$ cat config.mk
export PLATFORM = sky130hd
export DESIGN_NAME = rv32_decode_stage_flat
export DESIGN_NICKNAME = d
export VERILOG_FILES = /design/src/rtl/rv32_pkg.sv /design/src/rtl/rv32_decode_stage_if.sv /design/src/rtl/rv32_decoder.sv /design/src/rtl/rv32_decode_stage.sv /design/src/flat_wrapper.sv
export SDC_FILE = /design/constraint.sdc
export NUM_CORES = 1
export LEC_CHECK = 0
export CORE_AREA = 2 2 129 131
export CTS_BUF_LIST = sky130_fd_sc_hd__clkbuf_4
export DETAILED_ROUTE_END_ITERATION = 6
export DIE_AREA = 0 0 131 133
export HOLD_SLACK_MARGIN = 0.08
export MAX_ROUTING_LAYER = met4
export PLACE_DENSITY = 0.87
export SLEW_MARGIN = 20
export SYNTH_ARGS = -nofsm -noshare
export SYNTH_HDL_FRONTEND = slang
export SYNTH_SLANG_ARGS = --single-unit
$ cat constraint.sdc
create_clock -name clk -period 7.7 [get_ports clk]
set_clock_uncertainty 0.1 [all_clocks]
set_input_delay 1.54 -clock clk [delete_from_list [all_inputs] [get_ports clk]]
set_output_delay 1.54 -clock clk [all_outputs]
set_load 0.005 [all_outputs]
$ cat src/rtl/rv32_pkg.sv
// Shared RV32I decode types: ALU/branch/memory-size codes, opcodes and the decoded control bundle.
// Imported by the decode stage and by execute.
package rv32_pkg;

    typedef enum logic [4:0] {
        FOP_ADD    = 5'd0,
        FOP_SUB    = 5'd1,
        FOP_SLL    = 5'd2,
        FOP_SRL    = 5'd3,
        FOP_SRA    = 5'd4,
        FOP_AND    = 5'd5,
        FOP_OR     = 5'd6,
        FOP_XOR    = 5'd7,
        FOP_IMM    = 5'd8,
        FOP_SLT    = 5'd9,
        FOP_SLTU   = 5'd10,
        FOP_MUL    = 5'd11,
        FOP_MULH   = 5'd12,
        FOP_MULHSU = 5'd13,
        FOP_MULHU  = 5'd14,
        FOP_DIV    = 5'd15,
        FOP_DIVU   = 5'd16,
        FOP_REM    = 5'd17,
        FOP_REMU   = 5'd18
    } fop_t;

    typedef enum logic [2:0] {
        BR_NONE = 3'd0,
        BR_BEQ  = 3'd1,
        BR_BNE  = 3'd2,
        BR_BLT  = 3'd3,
        BR_BGE  = 3'd4,
        BR_BLTU = 3'd5,
        BR_BGEU = 3'd6
    } b_t;

    typedef enum logic [1:0] {
        MS_BYTE = 2'd0,
        MS_HALF = 2'd1,
        MS_WORD = 2'd2
    } mem_size_t;

    localparam logic [6:0] OPC_LUI    = 7'b0110111;
    localparam logic [6:0] OPC_AUIPC  = 7'b0010111;
    localparam logic [6:0] OPC_JAL    = 7'b1101111;
    localparam logic [6:0] OPC_JALR   = 7'b1100111;
    localparam logic [6:0] OPC_BRANCH = 7'b1100011;
    localparam logic [6:0] OPC_LOAD   = 7'b0000011;
    localparam logic [6:0] OPC_STORE  = 7'b0100011;
    localparam logic [6:0] OPC_OPIMM  = 7'b0010011;
    localparam logic [6:0] OPC_OP     = 7'b0110011;

    typedef struct packed {
        fop_t        alu_op;
        b_t          branch_type;
        mem_size_t   mem_size;
        logic        mem_unsigned;
        logic        reg_write_en;
        logic        alu_src_imm;
        logic        mem_to_reg;
        logic        read_mem;
        logic        write_mem;
        logic        jump_abs;
        logic        link_pc;
        logic [4:0]  rd;
        logic [4:0]  rs1;
        logic [4:0]  rs2;
        logic [31:0] imm;
        logic        illegal;
    } bundle_t;

endpackage

$ cat src/rtl/rv32_decode_stage_if.sv
// Fetch-side and execute-side handshake plus decoded control outputs of the decode stage.
// master = surrounding pipeline (fetch/execute), slave = the decode stage.
interface rv32_decode_stage_if #(parameter int PC_W = 32);
    logic            flush;
    logic            in_valid;
    logic            in_ready;
    logic [31:0]     in_instr;
    logic [PC_W-1:0] in_pc;
    logic            out_valid;
    logic            out_ready;
    logic [4:0]      alu_op;
    logic [2:0]      branch_type;
    logic [1:0]      mem_size;
    logic            mem_unsigned;
    logic            reg_write_en;
    logic            alu_src_imm;
    logic            mem_to_reg;
    logic            read_mem;
    logic            write_mem;
    logic            jump_abs;
    logic            link_pc;
    logic [4:0]      rd;
    logic [4:0]      rs1;
    logic [4:0]      rs2;
    logic [31:0]     imm;
    logic [PC_W-1:0] pc_out;
    logic            illegal;

    modport master (
        output flush, in_valid, in_instr, in_pc, out_ready,
        input  in_ready, out_valid, alu_op, branch_type, mem_size, mem_unsigned,
               reg_write_en, alu_src_imm, mem_to_reg, read_mem, write_mem,
               jump_abs, link_pc, rd, rs1, rs2, imm, pc_out, illegal
    );

    modport slave (
        input  flush, in_valid, in_instr, in_pc, out_ready,
        output in_ready, out_valid, alu_op, branch_type, mem_size, mem_unsigned,
               reg_write_en, alu_src_imm, mem_to_reg, read_mem, write_mem,
               jump_abs, link_pc, rd, rs1, rs2, imm, pc_out, illegal
    );
endinterface

$ cat src/rtl/rv32_decoder.sv
// Combinational RV32I decoder: instruction word to control bundle, zero latency, no handshake.
// RV32_DECODE_MULDIV_EN enables the RV32M encodings; otherwise they decode as illegal.
module rv32_decoder
    import rv32_pkg::*;
(
    input  logic [31:0] instr,
    output bundle_t     bundle
);

    logic [6:0]  opcode;
    logic [6:0]  funct7;
    logic [2:0]  funct3;
    logic [4:0]  f_rd, f_rs1, f_rs2;
    logic [31:0] imm_i, imm_s, imm_b, imm_u, imm_j, imm_sh;
    logic        ok;
    bundle_t     b;

    assign opcode = instr[6:0];
    assign funct3 = instr[14:12];
    assign funct7 = instr[31:25];
    assign f_rd   = instr[11:7];
    assign f_rs1  = instr[19:15];
    assign f_rs2  = instr[24:20];

    assign imm_i  = {{20{instr[31]}}, instr[31:20]};
    assign imm_s  = {{20{instr[31]}}, instr[31:25], instr[11:7]};
    assign imm_b  = {{19{instr[31]}}, instr[31], instr[7], instr[30:25], instr[11:8], 1'b0};
    assign imm_u  = {instr[31:12], 12'b0};
    assign imm_j  = {{11{instr[31]}}, instr[31], instr[19:12], instr[20], instr[30:21], 1'b0};
    assign imm_sh = {27'b0, instr[24:20]};

    // Register index fields are only reported for the operands the format actually has.
    always_comb begin
        b  = '0;
        ok = 1'b1;
        case (opcode)
            OPC_LUI: begin
                b.alu_op = FOP_IMM; b.reg_write_en = 1'b1; b.alu_src_imm = 1'b1;
                b.rd = f_rd; b.imm = imm_u;
            end
            OPC_AUIPC: begin
                b.alu_op = FOP_ADD; b.reg_write_en = 1'b1; b.alu_src_imm = 1'b1;
                b.rd = f_rd; b.imm = imm_u;
            end
            OPC_JAL: begin
                b.alu_op = FOP_ADD; b.reg_write_en = 1'b1; b.alu_src_imm = 1'b1;
                b.link_pc = 1'b1; b.rd = f_rd; b.imm = imm_j;
            end
            OPC_JALR: begin
                ok = (funct3 == 3'b000);
                b.alu_op = FOP_ADD; b.reg_write_en = 1'b1; b.alu_src_imm = 1'b1;
                b.link_pc = 1'b1; b.jump_abs = 1'b1;
                b.rd = f_rd; b.rs1 = f_rs1; b.imm = imm_i;
            end
            OPC_BRANCH: begin
                b.alu_op = FOP_SUB; b.rs1 = f_rs1; b.rs2 = f_rs2; b.imm = imm_b;
                case (funct3)
                    3'b000:  b.branch_type = BR_BEQ;
                    3'b001:  b.branch_type = BR_BNE;
                    3'b100:  b.branch_type = BR_BLT;
                    3'b101:  b.branch_type = BR_BGE;
                    3'b110:  b.branch_type = BR_BLTU;
                    3'b111:  b.branch_type = BR_BGEU;
                    default: ok = 1'b0;
                endcase
            end
            OPC_LOAD: begin
                b.alu_op = FOP_ADD; b.reg_write_en = 1'b1; b.alu_src_imm = 1'b1;
                b.mem_to_reg = 1'b1; b.read_mem = 1'b1;
                b.rd = f_rd; b.rs1 = f_rs1; b.imm = imm_i;
                case (funct3)
                    3'b000:  b.mem_size = MS_BYTE;
                    3'b001:  b.mem_size = MS_HALF;
                    3'b010:  b.mem_size = MS_WORD;
                    3'b100:  begin b.mem_size = MS_BYTE; b.mem_unsigned = 1'b1; end
                    3'b101:  begin b.mem_size = MS_HALF; b.mem_unsigned = 1'b1; end
                    default: ok = 1'b0;
                endcase
            end
            OPC_STORE: begin
                b.alu_op = FOP_ADD; b.alu_src_imm = 1'b1; b.write_mem = 1'b1;
                b.rs1 = f_rs1; b.rs2 = f_rs2; b.imm = imm_s;
                case (funct3)
                    3'b000:  b.mem_size = MS_BYTE;
                    3'b001:  b.mem_size = MS_HALF;
                    3'b010:  b.mem_size = MS_WORD;
                    default: ok = 1'b0;
                endcase
            end
            OPC_OPIMM: begin
                b.reg_write_en = 1'b1; b.alu_src_imm = 1'b1;
                b.rd = f_rd; b.rs1 = f_rs1; b.imm = imm_i;
                case (funct3)
                    3'b000: b.alu_op = FOP_ADD;
                    3'b010: b.alu_op = FOP_SLT;
                    3'b011: b.alu_op = FOP_SLTU;
                    3'b100: b.alu_op = FOP_XOR;
                    3'b110: b.alu_op = FOP_OR;
                    3'b111: b.alu_op = FOP_AND;
                    3'b001: begin
                        b.alu_op = FOP_SLL; b.imm = imm_sh;
                        ok = (funct7 == 7'b0000000);
                    end
                    3'b101: begin
                        b.imm = imm_sh;
                        if (funct7 == 7'b0000000)      b.alu_op = FOP_SRL;
                        else if (funct7 == 7'b0100000) b.alu_op = FOP_SRA;
                        else                           ok = 1'b0;
                    end
                endcase
            end
            OPC_OP: begin
                b.reg_write_en = 1'b1; b.rd = f_rd; b.rs1 = f_rs1; b.rs2 = f_rs2;
                case (funct7)
                    7'b0000000: begin
                        case (funct3)
                            3'b000: b.alu_op = FOP_ADD;
                            3'b001: b.alu_op = FOP_SLL;
                            3'b010: b.alu_op = FOP_SLT;
                            3'b011: b.alu_op = FOP_SLTU;
                            3'b100: b.alu_op = FOP_XOR;
                            3'b101: b.alu_op = FOP_SRL;
                            3'b110: b.alu_op = FOP_OR;
                            3'b111: b.alu_op = FOP_AND;
                        endcase
                    end
                    7'b0100000: begin
                        if (funct3 == 3'b000)      b.alu_op = FOP_SUB;
                        else if (funct3 == 3'b101) b.alu_op = FOP_SRA;
                        else                       ok = 1'b0;
                    end
`ifdef RV32_DECODE_MULDIV_EN
                    7'b0000001: b.alu_op = fop_t'(5'd11 + {2'b00, funct3});
`endif
                    default: ok = 1'b0;
                endcase
            end
            default: ok = 1'b0;
        endcase

        if (!ok) begin
            b         = '0;
            b.illegal = 1'b1;
        end
    end

    assign bundle = b;

endmodule

$ cat src/rtl/rv32_decode_stage.sv
// Decode stage: decoder + DEPTH-entry bundle FIFO + RUN/HALT trap FSM; 1-cycle in->out latency.
// in_ready = RUN && !full (no dependence on out_ready); HALT after an illegal push until flush/rst.
module rv32_decode_stage
    import rv32_pkg::*;
#(
    parameter int DEPTH = 2,
    parameter int PC_W  = 32
) (
    input  logic               clk,
    input  logic               rst,
    rv32_decode_stage_if.slave bus
);

    localparam int AW = (DEPTH > 1) ? $clog2(DEPTH) : 1;
    localparam logic [AW:0] CNT_FULL = (AW+1)'(DEPTH);

    localparam logic [0:0] ST_RUN  = 1'b0;
    localparam logic [0:0] ST_HALT = 1'b1;

    logic [AW-1:0]   rd_ptr, wr_ptr;
    logic [AW:0]     count;
    logic [0:0]      state;
    bundle_t         dec, head;
    bundle_t         mem    [DEPTH];
    logic [PC_W-1:0] pc_mem [DEPTH];
    logic            full, empty, in_ready, push, pop;

    rv32_decoder u_decoder (
        .instr  (bus.in_instr),
        .bundle (dec)
    );

    assign full     = (count == CNT_FULL);
    assign empty    = (count == '0);
    assign in_ready = (state == ST_RUN) && !full;
    assign push     = bus.in_valid && in_ready;
    assign pop      = !empty && bus.out_ready;

    // Pointers wrap naturally because DEPTH is a power of two.
    always_ff @(posedge clk) begin
        if (rst) begin
            rd_ptr <= '0;
            wr_ptr <= '0;
            count  <= '0;
            state  <= ST_RUN;
            for (int i = 0; i < DEPTH; i++) begin
                mem[i]    <= '0;
                pc_mem[i] <= '0;
            end
        end else if (bus.flush) begin
            rd_ptr <= '0;
            wr_ptr <= '0;
            count  <= '0;
            state  <= ST_RUN;
        end else begin
            if (push) begin
                mem[wr_ptr]    <= dec;
                pc_mem[wr_ptr] <= bus.in_pc;
                wr_ptr         <= wr_ptr + 1'b1;
                if (dec.illegal) state <= ST_HALT;
            end
            if (pop) rd_ptr <= rd_ptr + 1'b1;
            case ({push, pop})
                2'b10:   count <= count + 1'b1;
                2'b01:   count <= count - 1'b1;
                default: count <= count;
            endcase
        end
    end

    // Head entry cannot be overwritten while occupied, so outputs hold under backpressure.
    assign head = mem[rd_ptr];

    assign bus.in_ready     = in_ready;
    assign bus.out_valid    = !empty;
    assign bus.alu_op       = head.alu_op;
    assign bus.branch_type  = head.branch_type;
    assign bus.mem_size     = head.mem_size;
    assign bus.mem_unsigned = head.mem_unsigned;
    assign bus.reg_write_en = head.reg_write_en;
    assign bus.alu_src_imm  = head.alu_src_imm;
    assign bus.mem_to_reg   = head.mem_to_reg;
    assign bus.read_mem     = head.read_mem;
    assign bus.write_mem    = head.write_mem;
    assign bus.jump_abs     = head.jump_abs;
    assign bus.link_pc      = head.link_pc;
    assign bus.rd           = head.rd;
    assign bus.rs1          = head.rs1;
    assign bus.rs2          = head.rs2;
    assign bus.imm          = head.imm;
    assign bus.illegal      = head.illegal;
    assign bus.pc_out       = pc_mem[rd_ptr];

endmodule

$ cat src/flat_wrapper.sv
// flat-port wrapper written by rule: the top's interface ports become plain ports
module rv32_decode_stage_flat import rv32_pkg::*;
#(
    parameter int DEPTH = 2,
    parameter int PC_W  = 32
)
  (clk, rst, bus_flush, bus_in_valid, bus_in_instr, bus_in_pc, bus_out_ready, bus_in_ready, bus_out_valid, bus_alu_op, bus_branch_type, bus_mem_size, bus_mem_unsigned, bus_reg_write_en, bus_alu_src_imm, bus_mem_to_reg, bus_read_mem, bus_write_mem, bus_jump_abs, bus_link_pc, bus_rd, bus_rs1, bus_rs2, bus_imm, bus_pc_out, bus_illegal);
  rv32_decode_stage_if #(.PC_W(PC_W)) bus_i ();
  input  logic clk;
  input  logic rst;
  input wire logic [$bits(bus_i.flush)-1:0] bus_flush;
  input wire logic [$bits(bus_i.in_valid)-1:0] bus_in_valid;
  input wire logic [$bits(bus_i.in_instr)-1:0] bus_in_instr;
  input wire logic [$bits(bus_i.in_pc)-1:0] bus_in_pc;
  input wire logic [$bits(bus_i.out_ready)-1:0] bus_out_ready;
  output wire logic [$bits(bus_i.in_ready)-1:0] bus_in_ready;
  output wire logic [$bits(bus_i.out_valid)-1:0] bus_out_valid;
  output wire logic [$bits(bus_i.alu_op)-1:0] bus_alu_op;
  output wire logic [$bits(bus_i.branch_type)-1:0] bus_branch_type;
  output wire logic [$bits(bus_i.mem_size)-1:0] bus_mem_size;
  output wire logic [$bits(bus_i.mem_unsigned)-1:0] bus_mem_unsigned;
  output wire logic [$bits(bus_i.reg_write_en)-1:0] bus_reg_write_en;
  output wire logic [$bits(bus_i.alu_src_imm)-1:0] bus_alu_src_imm;
  output wire logic [$bits(bus_i.mem_to_reg)-1:0] bus_mem_to_reg;
  output wire logic [$bits(bus_i.read_mem)-1:0] bus_read_mem;
  output wire logic [$bits(bus_i.write_mem)-1:0] bus_write_mem;
  output wire logic [$bits(bus_i.jump_abs)-1:0] bus_jump_abs;
  output wire logic [$bits(bus_i.link_pc)-1:0] bus_link_pc;
  output wire logic [$bits(bus_i.rd)-1:0] bus_rd;
  output wire logic [$bits(bus_i.rs1)-1:0] bus_rs1;
  output wire logic [$bits(bus_i.rs2)-1:0] bus_rs2;
  output wire logic [$bits(bus_i.imm)-1:0] bus_imm;
  output wire logic [$bits(bus_i.pc_out)-1:0] bus_pc_out;
  output wire logic [$bits(bus_i.illegal)-1:0] bus_illegal;
  assign bus_i.flush = bus_flush;
  assign bus_i.in_valid = bus_in_valid;
  assign bus_i.in_instr = bus_in_instr;
  assign bus_i.in_pc = bus_in_pc;
  assign bus_i.out_ready = bus_out_ready;
  assign bus_in_ready = bus_i.in_ready;
  assign bus_out_valid = bus_i.out_valid;
  assign bus_alu_op = bus_i.alu_op;
  assign bus_branch_type = bus_i.branch_type;
  assign bus_mem_size = bus_i.mem_size;
  assign bus_mem_unsigned = bus_i.mem_unsigned;
  assign bus_reg_write_en = bus_i.reg_write_en;
  assign bus_alu_src_imm = bus_i.alu_src_imm;
  assign bus_mem_to_reg = bus_i.mem_to_reg;
  assign bus_read_mem = bus_i.read_mem;
  assign bus_write_mem = bus_i.write_mem;
  assign bus_jump_abs = bus_i.jump_abs;
  assign bus_link_pc = bus_i.link_pc;
  assign bus_rd = bus_i.rd;
  assign bus_rs1 = bus_i.rs1;
  assign bus_rs2 = bus_i.rs2;
  assign bus_imm = bus_i.imm;
  assign bus_pc_out = bus_i.pc_out;
  assign bus_illegal = bus_i.illegal;
  rv32_decode_stage #(.DEPTH(DEPTH), .PC_W(PC_W)) u_core (.clk(clk), .rst(rst), .bus(bus_i));
endmodule
==> results.py, run 1 <==
metrics = {
    "yosys": {
        "yosysSeqAreaShare": 0.632,
        "syn_nets": 789,
        "synth_top_area_frac": 0.619,
        "ys_ff_latch": 198,
        "synthTopCellsByArea": "edfxtp_1 (62%), mux2_2 (12%), nor3_1 (5.7%)",
        "synth_edf_count": 192,
        "syn-instance-count": 719,
        "async_flop_share": 0,
        "ys_types": 50,
        "yosys_warnings": 0,
        "ys.flop_type": "edfxtp_1",
        "yosys-top-cells-count": "edfxtp_1 (192), nor3_1 (107), mux2_2 (96)",
        "netlist_area_mm2": 0.00932,
        "avgSynthCellArea_um2": 13.0,
        "yosysMostFrequentCell": "edfxtp_1",
        "yosysTopAreaCell": "edfxtp_1",
    },
    "placement": {
        "dp.cells": 1055,
        "place_congestion": 0.849,
        "post-dp-hpwl_mm": 13.7,
        "post-place-ws_ns": 2.74,
        "numPortBuffers": 167,
    },
    "power_and_ir_drop": {
        "peakVddDrop_uv": 97.8,
        "power_density_mw_per_mm2": 175,
        "p_int_mw": 1.51,
        "p_leak_nw": 3.88,
        "p_switching_mw": 0.473,
        "power_frac_comb": 0.124,
        "p_sw_frac": 0.238,
        "pwr-share-seq": 0.624,
        "clkPwrFrac": 0.252,
    },
    "setup_path": {
        "rrSetupSlack_ns": 4.99,
        "crit_type": "reg2out",
        "start_kind": "register",
        "cp.buffers_inverters": 2,
        "reg2reg_depth": 6,
        "crit_path_end_kind": "output pin",
        "r2r-start": "u_core.count[1]$_SDFFE_PP0P_",
        "cp_max_fo": 69,
        "cp_data_arrival_time_ns": 2.92,
        "crit_family": "buffers and inverters",
        "cp_slowest_stage_delay_ns": 0.77,
        "r2r-end": "u_core.mem[0][17]$_SDFFCE_PN0P_",
        "cp_slowest_cell": "buf_4",
        "cp_data_required_time_ns": 6.06,
        "cp_cell_sequence": "buf_4 -> mux2_2 -> clkdlybuf4s50_1",
    },
    "timing": {
        "relSlewSlack": 0.322,
        "slew_viol_final": 0,
        "hold_viol": 0,
        "setup_viol": 0,
        "layout_setup_ws_ns": 3.14,
        "tns_ns": 0,
        "period_needed_ns": 4.56,
        "tightest_slew_ns": 1.02,
        "min_period_over_period": 0.592,
        "max_freq_mhz": 219,
        "rsz0062_at_grt": "no",
    },
    "global_routing": {
        "grt.met1_usage": 0.329,
        "grt_pass1_wl_mm": 32.6,
        "gr-total-overflow": 0,
        "grt_usage": 0.257,
        "antenna_found_initial": 1,
        "grt_max_degree": 106,
        "gr-usage-met2": 0.404,
        "grt_pass1_vias": 6237,
        "global_route.usage.met3": 0.0542,
        "top_usage_layer": "met2",
    },
    "floorplanning": {
        "die_h_um": 133,
        "core_area_mm2": 0.0162,
        "num_rows": 47,
        "fp.dieW_um": 131,
        "die_area_mm2": 0.0174,
        "start_util": 0.576,
        "io_pins": 169,
    },
    "clocking": {
        "postCtsSetupRepairBufs": 0,
        "cts.sinks": 198,
        "cts_root_buffer": "clkbuf_4",
        "hold_buffers": 0,
        "post_cts_resize_count": 0,
        "cts-buffers-inserted": 17,
        "cts_buffer_depth": 2,
        "h-tree-depth": 4,
        "cts_tree": "yes",
        "clk_latency_ns": 0.57,
        "clk_pin_slew_ns": 0.13,
    },
    "cells_and_area": {
        "nNetsFinal": 925,
        "fin_cells": 1089,
        "drive_above_1_share": 0.175,
        "synthToLayoutAreaGrowth_pct": 21.9,
    },
    "min_path": {
        "hold_end": "u_core.count[1]$_SDFFE_PP0P_",
        "hold_class": "reg2reg",
        "worstHoldPathCells": 2,
        "hold_start": "u_core.count[1]$_SDFFE_PP0P_",
    },
    "routing": {
        "first_iter_violations": 794,
        "drc": 0,
        "drtPass1Iterations": 6,
        "wirelength_mm": 21.3,
        "vias": 6428,
        "ant_nets": 0,
        "wire_per_inst_um": 19.6,
        "vias_per_cell": 5.90,
    },
    "run": {
        "cap_violations": 0,
    },
    "outcome": {
        "outcome": "completed",
    },
}
-- kinds of logic after synthesis --
| family | after synthesis | share of synthesized area |
|---|---|---|
| AND/OR/NAND/NOR | 282 | 0.161 |
| flip-flops | 198 | 0.632 |
| multiplexers | 96 | 0.116 |
| AO/OA/AOI/OAI | 69 | 0.0504 |
| buffers and inverters | 66 | 0.0338 |
| XOR/XNOR | 6 | 0.00564 |
| adder cells (fa/ha/maj) | 1 | 0.00134 |
| other | 1 | 0.000403 |
-- state kept, by name, summed over array words and instances, names as in the netlist, named ones only --
name / count
u_core.wr_ptr: 1
u_core.rd_ptr: 1
u_core.pc_mem: 64
u_core.count: 2
u_core.state: 1
u_core.mem: 128
-- worst max-delay path by stage --
stage               from                               to  slack, ns  cells past startpoint
3_5_place_dp         rst  u_core.mem[0][45]$_SDFFCE_PN0P_       2.74                      6
4_1_cts         register                       bus_imm[8]       3.07                      3
3_3_place_gp         rst  u_core.mem[0][47]$_SDFFCE_PN0P_       2.78                      6
5_1_grt         register                      bus_imm[11]       2.95                      3
2_1_floorplan  bus_flush   u_core.mem[0][0]$_SDFFCE_PN0P_       2.46                      5
6_report        register                   bus_pc_out[15]       3.14                      3
-- worst register-to-register path, delay by kind of cell (launching register included) --
family                 cells  cell delay (ns)
DFF                        1             0.38
AOI/OAI and AO/OA          1             0.42
and+or+nand+nor            2             0.60
buffers and inverters      3             0.93
-- cell usage in the layout (no fill, tap or decap), types with 10 or more instances in the layout --
cell / n
nor2_1: 36
and2_1: 37
clkdlybuf4s50_1: 167
and3_1: 32
o21ai_0: 18
buf_4: 10
a211oi_1: 12
edfxtp_1: 192
nor3_1: 106
mux2_2: 96
nand2_1: 28
clkbuf_4: 18
a21oi_1: 12
-- power by group through the flow --
stage	registers [mW]	clock network, mW	logic (mW)
finish	1.24	0.501	0.247
global route	1.24	0.545	0.263
CTS	1.24	0.507	0.245
detailed placement	1.27	0	0.244
global placement	1.26	0	0.241
floorplan	1.26	0	0.110
-- per-layer routing --
layer | vias to the layer above | share of wire
li1 | 2980 | -
met5 | - | 0
met4 | 0 | 0.030
met2 | 289 | 0.51
met3 | 50 | 0.062
met1 | 3109 | 0.39
-- layout make-up --
cell class / count / area (µm²)
well taps: 220 / 275
repair buffers: 178 / 1770
clock buffers: 18 / 135
diodes: 1 / 2.50
multi-input cells: 455 / 3140
inverters: 5 / 18.8
fillers: 1155 / 4820
clock inverters: 14 / 111
flip-flops and latches: 198 / 5890
-- through the flow --
stage	cell area, µm²	hold WS (ns)	util	power, mW
after global routing	11400	0.438	0.702	2.05
after CTS	11300	0.410	0.700	1.99
after floorplan	9320	0.366	-	1.37
after global placement	11100	0.386	0.684	1.50
after detailed placement	11100	0.388	0.684	1.51
final	11400	0.408	0.702	1.99
Power figures use the tool's default switching activity.
==> inputs of run 2 (changes only) <==
Settings changed: CORE_AREA 2 2 129 131 to 2 2 141 143, DIE_AREA 0 0 131 133 to 0 0 143 145, PLACE_DENSITY 0.87 to 0.78.
Clock period 7.7 ns to 3.9 ns, I/O delays scaled along.
==> run 2 against run 1 <==
Against the previous run: die area up 19%; first-iteration DRC count fell by 40%; combinational power up 100%; utilization is 10 points lower; hold slack better by 0.030 ns; total power rose by 110%; critical path type unchanged; largest cell class unchanged.
==> results.py, run 2 (synthesis gave the netlist of run 1 again) <==
metrics = {
    "timing": {
        "slew_viol_final": 0,
        "max_freq_mhz": 312,
        "tns_ns": 0,
        "tightest_slew_ns": 0.746,
        "hold_viol": 0,
        "period_needed_ns": 3.21,
        "rsz0062_at_grt": "no",
        "setup_viol": 0,
        "min_period_over_period": 0.822,
        "hold-worst-slack_ns": 0.439,
        "relSlewSlack": 0.503,
    },
    "routing": {
        "vias_per_cell": 5.63,
        "wire_per_inst_um": 19.5,
        "drtPass1Iterations": 5,
        "highest_layer": "met4",
        "wirelength_mm": 22.2,
        "drc": 0,
        "met2WireLength_mm": 11.2,
        "wl_met1_mm": 9.30,
        "wl_met3_mm": 1.25,
        "first_iter_violations": 479,
        "vias": 6407,
        "ant_nets": 0,
    },
    "cells_and_area": {
        "final_common_cell": "edfxtp_1",
        "synthToLayoutAreaGrowth_pct": 24.1,
        "final_cell_mix": "edfxtp_1 (192), clkdlybuf4s50_1 (167), nor3_1 (106), mux2_2 (96), and2_1 (37)",
        "regMostFlops": "u_core.mem",
        "final_core_util": 0.602,
        "nNetsFinal": 930,
        "largest_reg_flops": 128,
        "drive_above_1_share": 0.181,
        "top_regs": "u_core.mem: 128 flops, u_core.pc_mem: 64 flops, u_core.count: 2 flops",
        "final_area_mm2": 0.0116,
    },
    "power_and_ir_drop": {
        "power_density_mw_per_mm2": 355,
        "pwr-share-seq": 0.596,
        "power_frac_comb": 0.121,
        "p_int_mw": 3.09,
        "p_switching_mw": 1.01,
        "peakVddDrop_uv": 183,
        "clkPwrFrac": 0.283,
        "p_sw_frac": 0.246,
        "p_leak_nw": 3.97,
    },
    "floorplanning": {
        "core_area_mm2": 0.0192,
        "die_h_um": 145,
        "io_pins": 169,
        "start_util": 0.485,
        "num_rows": 51,
        "die_area_mm2": 0.0207,
        "fp.dieW_um": 143,
    },
    "global_routing": {
        "antenna_found_initial": 1,
        "grt_pass1_wl_mm": 34.5,
        "gr-total-overflow": 0,
        "grt_pass1_vias": 6416,
        "grt_max_degree": 106,
        "grt_usage": 0.222,
    },
    "clocking": {
        "cts_buffer_depth": 2,
        "cts_root_buffer": "clkbuf_4",
        "clk_latency_ns": 0.57,
        "cts.sinks": 198,
        "postCtsSetupRepairBufs": 0,
        "cts_tree": "yes",
        "hold_buffers": 0,
        "h-tree-depth": 4,
        "clk_pin_slew_ns": 0.16,
        "post_cts_resize_count": 0,
        "cts-buffers-inserted": 17,
    },
    "placement": {
        "place_area_mm2": 0.0112,
        "numPortBuffers": 167,
        "place_congestion": 0.897,
        "post-dp-hpwl_mm": 14.3,
    },
    "setup_path": {
        "crit_family": "buffers and inverters",
        "crit_path_end_kind": "output pin",
        "cp_data_arrival_time_ns": 2.33,
        "cp_slowest_cell": "dfxtp_4",
        "cp_data_required_time_ns": 3.02,
        "start_kind": "register",
        "cp_cell_sequence": "buf_4 -> mux2_2 -> clkdlybuf4s50_1",
        "cp_slowest_stage_delay_ns": 0.52,
        "cp_max_fo": 22,
        "cp.buffers_inverters": 2,
        "crit_type": "reg2out",
    },
    "min_path": {
        "hold_class": "reg2reg",
    },
    "run": {
        "cap_violations": 0,
    },
    "outcome": {
        "outcome": "completed",
    },
}
## run 2: cell type report
type | instances | area [µm²]
fillers | 1519 | 7650
flip-flops and latches | 198 | 5890
multi-input cells | 455 | 3140
repair buffers | 183 | 1870
well taps | 265 | 332
clock inverters | 15 | 181
clock buffers | 17 | 128
inverters | 5 | 18.8
diodes | 1 | 2.50
## run 2: final timing paths
kind | startpoint | end | slack [ns] | depth (start not counted)
setup / recovery | register | bus_imm[4] | 0.69 | 3
setup reg to reg | u_core.count[1]$_SDFFE_PP0P_ | u_core.mem[1][44]$_SDFFCE_PN0P_ | 1.54 | 6
hold reg to reg | u_core.count[1]$_SDFFE_PP0P_ | u_core.count[1]$_SDFFE_PP0P_ | 0.44 | 2
hold / removal | u_core.count[1]$_SDFFE_PP0P_ | u_core.count[1]$_SDFFE_PP0P_ | 0.44 | 2
## run 2: layer usage
layer	up-vias	global-route usage
met4	0	0.0673
met1	3136	0.286
met2	245	0.365
met3	34	0.0327
met5	-	-
li1	2992	-
## run 2: power groups by stage
stage	clock, mW	combinational, mW	sequential (mW)
after floorplan	0	0.218	2.49
after global placement	0	0.494	2.49
after detailed placement	0	0.498	2.49
after CTS	1.19	0.501	2.44
after global routing	1.26	0.533	2.45
final	1.16	0.497	2.44
## run 2: tightest hold or removal path: stages, from the launching register on
cell and delay, ns:
dfxtp_1 0.37, o21ai_0 0.08, a21oi_1 0.06
## run 2: stage by stage
step	worst slack [ns]	total power [mW]	std cells
2_1_floorplan	0.499	2.71	719
3_3_place_gp	0.552	2.98	1106
3_5_place_dp	0.517	2.99	1106
4_1_cts	0.605	4.14	1138
5_1_grt	0.563	4.24	1139
6_report	0.692	4.10	1139
==> inputs of run 3 (changes only) <==
Settings changed: CORE_AREA 2 2 141 143 to 2 2 134 136, DIE_AREA 0 0 143 145 to 0 0 136 138, PLACE_DENSITY 0.78 to 0.82.
Clock period 3.9 ns to 3.1 ns, I/O delays scaled along.
==> run 3 against run 2 <==
Against the previous run: hold slack lost 0.0074 ns; sequential share of layout area shrank 0.80 points; cell area grew 1.6%; combinational power grew 32%; critical path depth is the same; clock power grew 17%; sequential power grew 26%; utilization grew 6.8 points; global-route usage grew 2.8 points; first-iteration DRC count grew 33%; critical path type unchanged; largest cell class unchanged; largest power group unchanged; highest routed layer unchanged.
==> results.py, run 3 (synthesis gave the netlist of run 1 again) <==
metrics = {
    "cells_and_area": {
        "drive_above_1_share": 0.210,
        "regArea_mm2": 0.00589,
        "nNetsFinal": 961,
        "top_regs": "u_core.mem: 128 flops, u_core.pc_mem: 64 flops, u_core.count: 2 flops",
        "final_cell_mix": "edfxtp_1 (192), clkdlybuf4s50_1 (167), nor3_1 (106), mux2_2 (96), buf_4 (38)",
        "fin_cells": 1134,
        "regMostFlops": "u_core.mem",
        "multiInputGateArea_mm2": 0.00314,
        "final_common_cell": "edfxtp_1",
        "synthToLayoutAreaGrowth_pct": 26.0,
        "nFillCells": 1336,
        "largest_reg_flops": 128,
        "final_core_util": 0.670,
    },
    "timing": {
        "max_freq_mhz": 335,
        "slew_viol_final": 0,
        "hold_viol": 0,
        "tns_ns": 0,
        "relSlewSlack": 0.453,
        "min_period_over_period": 0.964,
        "layout_setup_ws_ns": 0.111,
        "tightest_slew_ns": 0.821,
        "rsz0062_at_grt": "no",
        "period_needed_ns": 2.99,
        "setup_viol": 0,
    },
    "setup_path": {
        "reg2reg_depth": 5,
        "cp_cell_sequence": "buf_4 -> mux2_2 -> clkdlybuf4s50_1",
        "cp.depth": 3,
        "crit_type": "reg2out",
        "cp.buffers_inverters": 2,
        "cp_slowest_cell": "dfxtp_4",
        "cp_max_fo": 16,
        "crit_path_end_kind": "output pin",
        "cp_data_arrival_time_ns": 2.27,
        "cp_data_required_time_ns": 2.38,
        "cp_slowest_stage_delay_ns": 0.54,
        "start_kind": "register",
        "crit_family": "buffers and inverters",
    },
    "routing": {
        "wire_per_inst_um": 19.9,
        "drc": 0,
        "drtPass1Iterations": 7,
        "wirelength_mm": 22.5,
        "vias_per_cell": 5.86,
        "ant_nets": 0,
        "first_iter_violations": 637,
        "vias": 6647,
    },
    "placement": {
        "post-dp-hpwl_mm": 14.8,
        "numPortBuffers": 167,
        "place_congestion": 0.968,
        "post-place-ws_ns": 0.0811,
        "dp.cells": 1093,
    },
    "global_routing": {
        "antenna_found_initial": 1,
        "gr-total-overflow": 0,
        "grt_usage": 0.250,
        "grt_pass1_vias": 6444,
        "grt_max_degree": 100,
        "grt_pass1_wl_mm": 34.6,
    },
    "clocking": {
        "cts_tree": "yes",
        "post_cts_resize_count": 0,
        "cts-buffers-inserted": 17,
        "clk_latency_ns": 0.59,
        "postCtsSetupRepairBufs": 1,
        "h-tree-depth": 4,
        "cts_buffer_depth": 2,
        "cts_root_buffer": "clkbuf_4",
        "clk_pin_slew_ns": 0.16,
        "hold_buffers": 0,
        "cts.sinks": 198,
    },
    "min_path": {
        "hold_class": "reg2reg",
        "worstHoldPathCells": 2,
    },
    "floorplanning": {
        "core_area_mm2": 0.0175,
        "num_rows": 49,
        "io_pins": 169,
        "start_util": 0.531,
        "die_area_mm2": 0.0188,
        "fp.dieW_um": 136,
        "die_h_um": 138,
    },
    "power_and_ir_drop": {
        "peakVddDrop_uv": 210,
        "power_mw": 5.09,
        "p_leak_nw": 4.13,
        "power_density_mw_per_mm2": 434,
    },
    "run": {
        "cap_violations": 0,
    },
    "outcome": {
        "outcome": "completed",
    },
}
## run 3: cell types whose count changed in the layout (fill, tap and decap cells not counted), sizes merged
cell      previous run  this run
clkinv               2         4
clkbuf              17        18
inv                 14        13
buf                 16        47
clkinvlp             2         1
bufinv               2         1
## run 3: power by group
group,switching (mW),internal (mW)
sequential,0.0334,3.04
combinational,0.304,0.353
clock,0.923,0.434
## run 3: worst paths after layout
path                           startpoint                        endpoint  slack [ns]
max reg2reg  u_core.count[1]$_SDFFE_PP0P_  u_core.mem[0][7]$_SDFFCE_PN0P_        0.96
min reg2reg  u_core.count[1]$_SDFFE_PP0P_    u_core.count[1]$_SDFFE_PP0P_        0.43
max                              register                   bus_write_mem        0.11
min          u_core.count[1]$_SDFFE_PP0P_    u_core.count[1]$_SDFFE_PP0P_        0.43
## run 3: per-stage QoR
step / area, µm² / hold slack, ns
6_report: 11700 / 0.431
5_1_grt: 11700 / 0.463
3_3_place_gp: 11400 / 0.383
3_5_place_dp: 11400 / 0.402
4_1_cts: 11700 / 0.431
2_1_floorplan: 9330 / 0.366
## run 3: per-layer routing
| metal | global-route usage | wire (µm) | vias up |
|---|---|---|---|
| li1 | - | - | 3046 |
| met5 | - | 0 | - |
| met3 | 0.0407 | 1470 | 40 |
| met4 | 0.0866 | 550 | 0 |
| met2 | 0.398 | 11500 | 301 |
| met1 | 0.326 | 8990 | 3260 |
## run 3: cell type report
type,count,area share
Inverter,5,0.00160
Clock inverter,14,0.0118
Timing Repair Buffer,214,0.182
Antenna cell,1,0.000213
Clock buffer,18,0.0115
Sequential cell,198,0.502
Tap cell,229,0.0244
Multi-Input combinational cell,455,0.267
## run 3: tightest hold or removal path, cell delays in order, from the launching register on
cell	delay (ns)
dfxtp_1	0.37
o21ai_0	0.08
a21oi_1	0.06
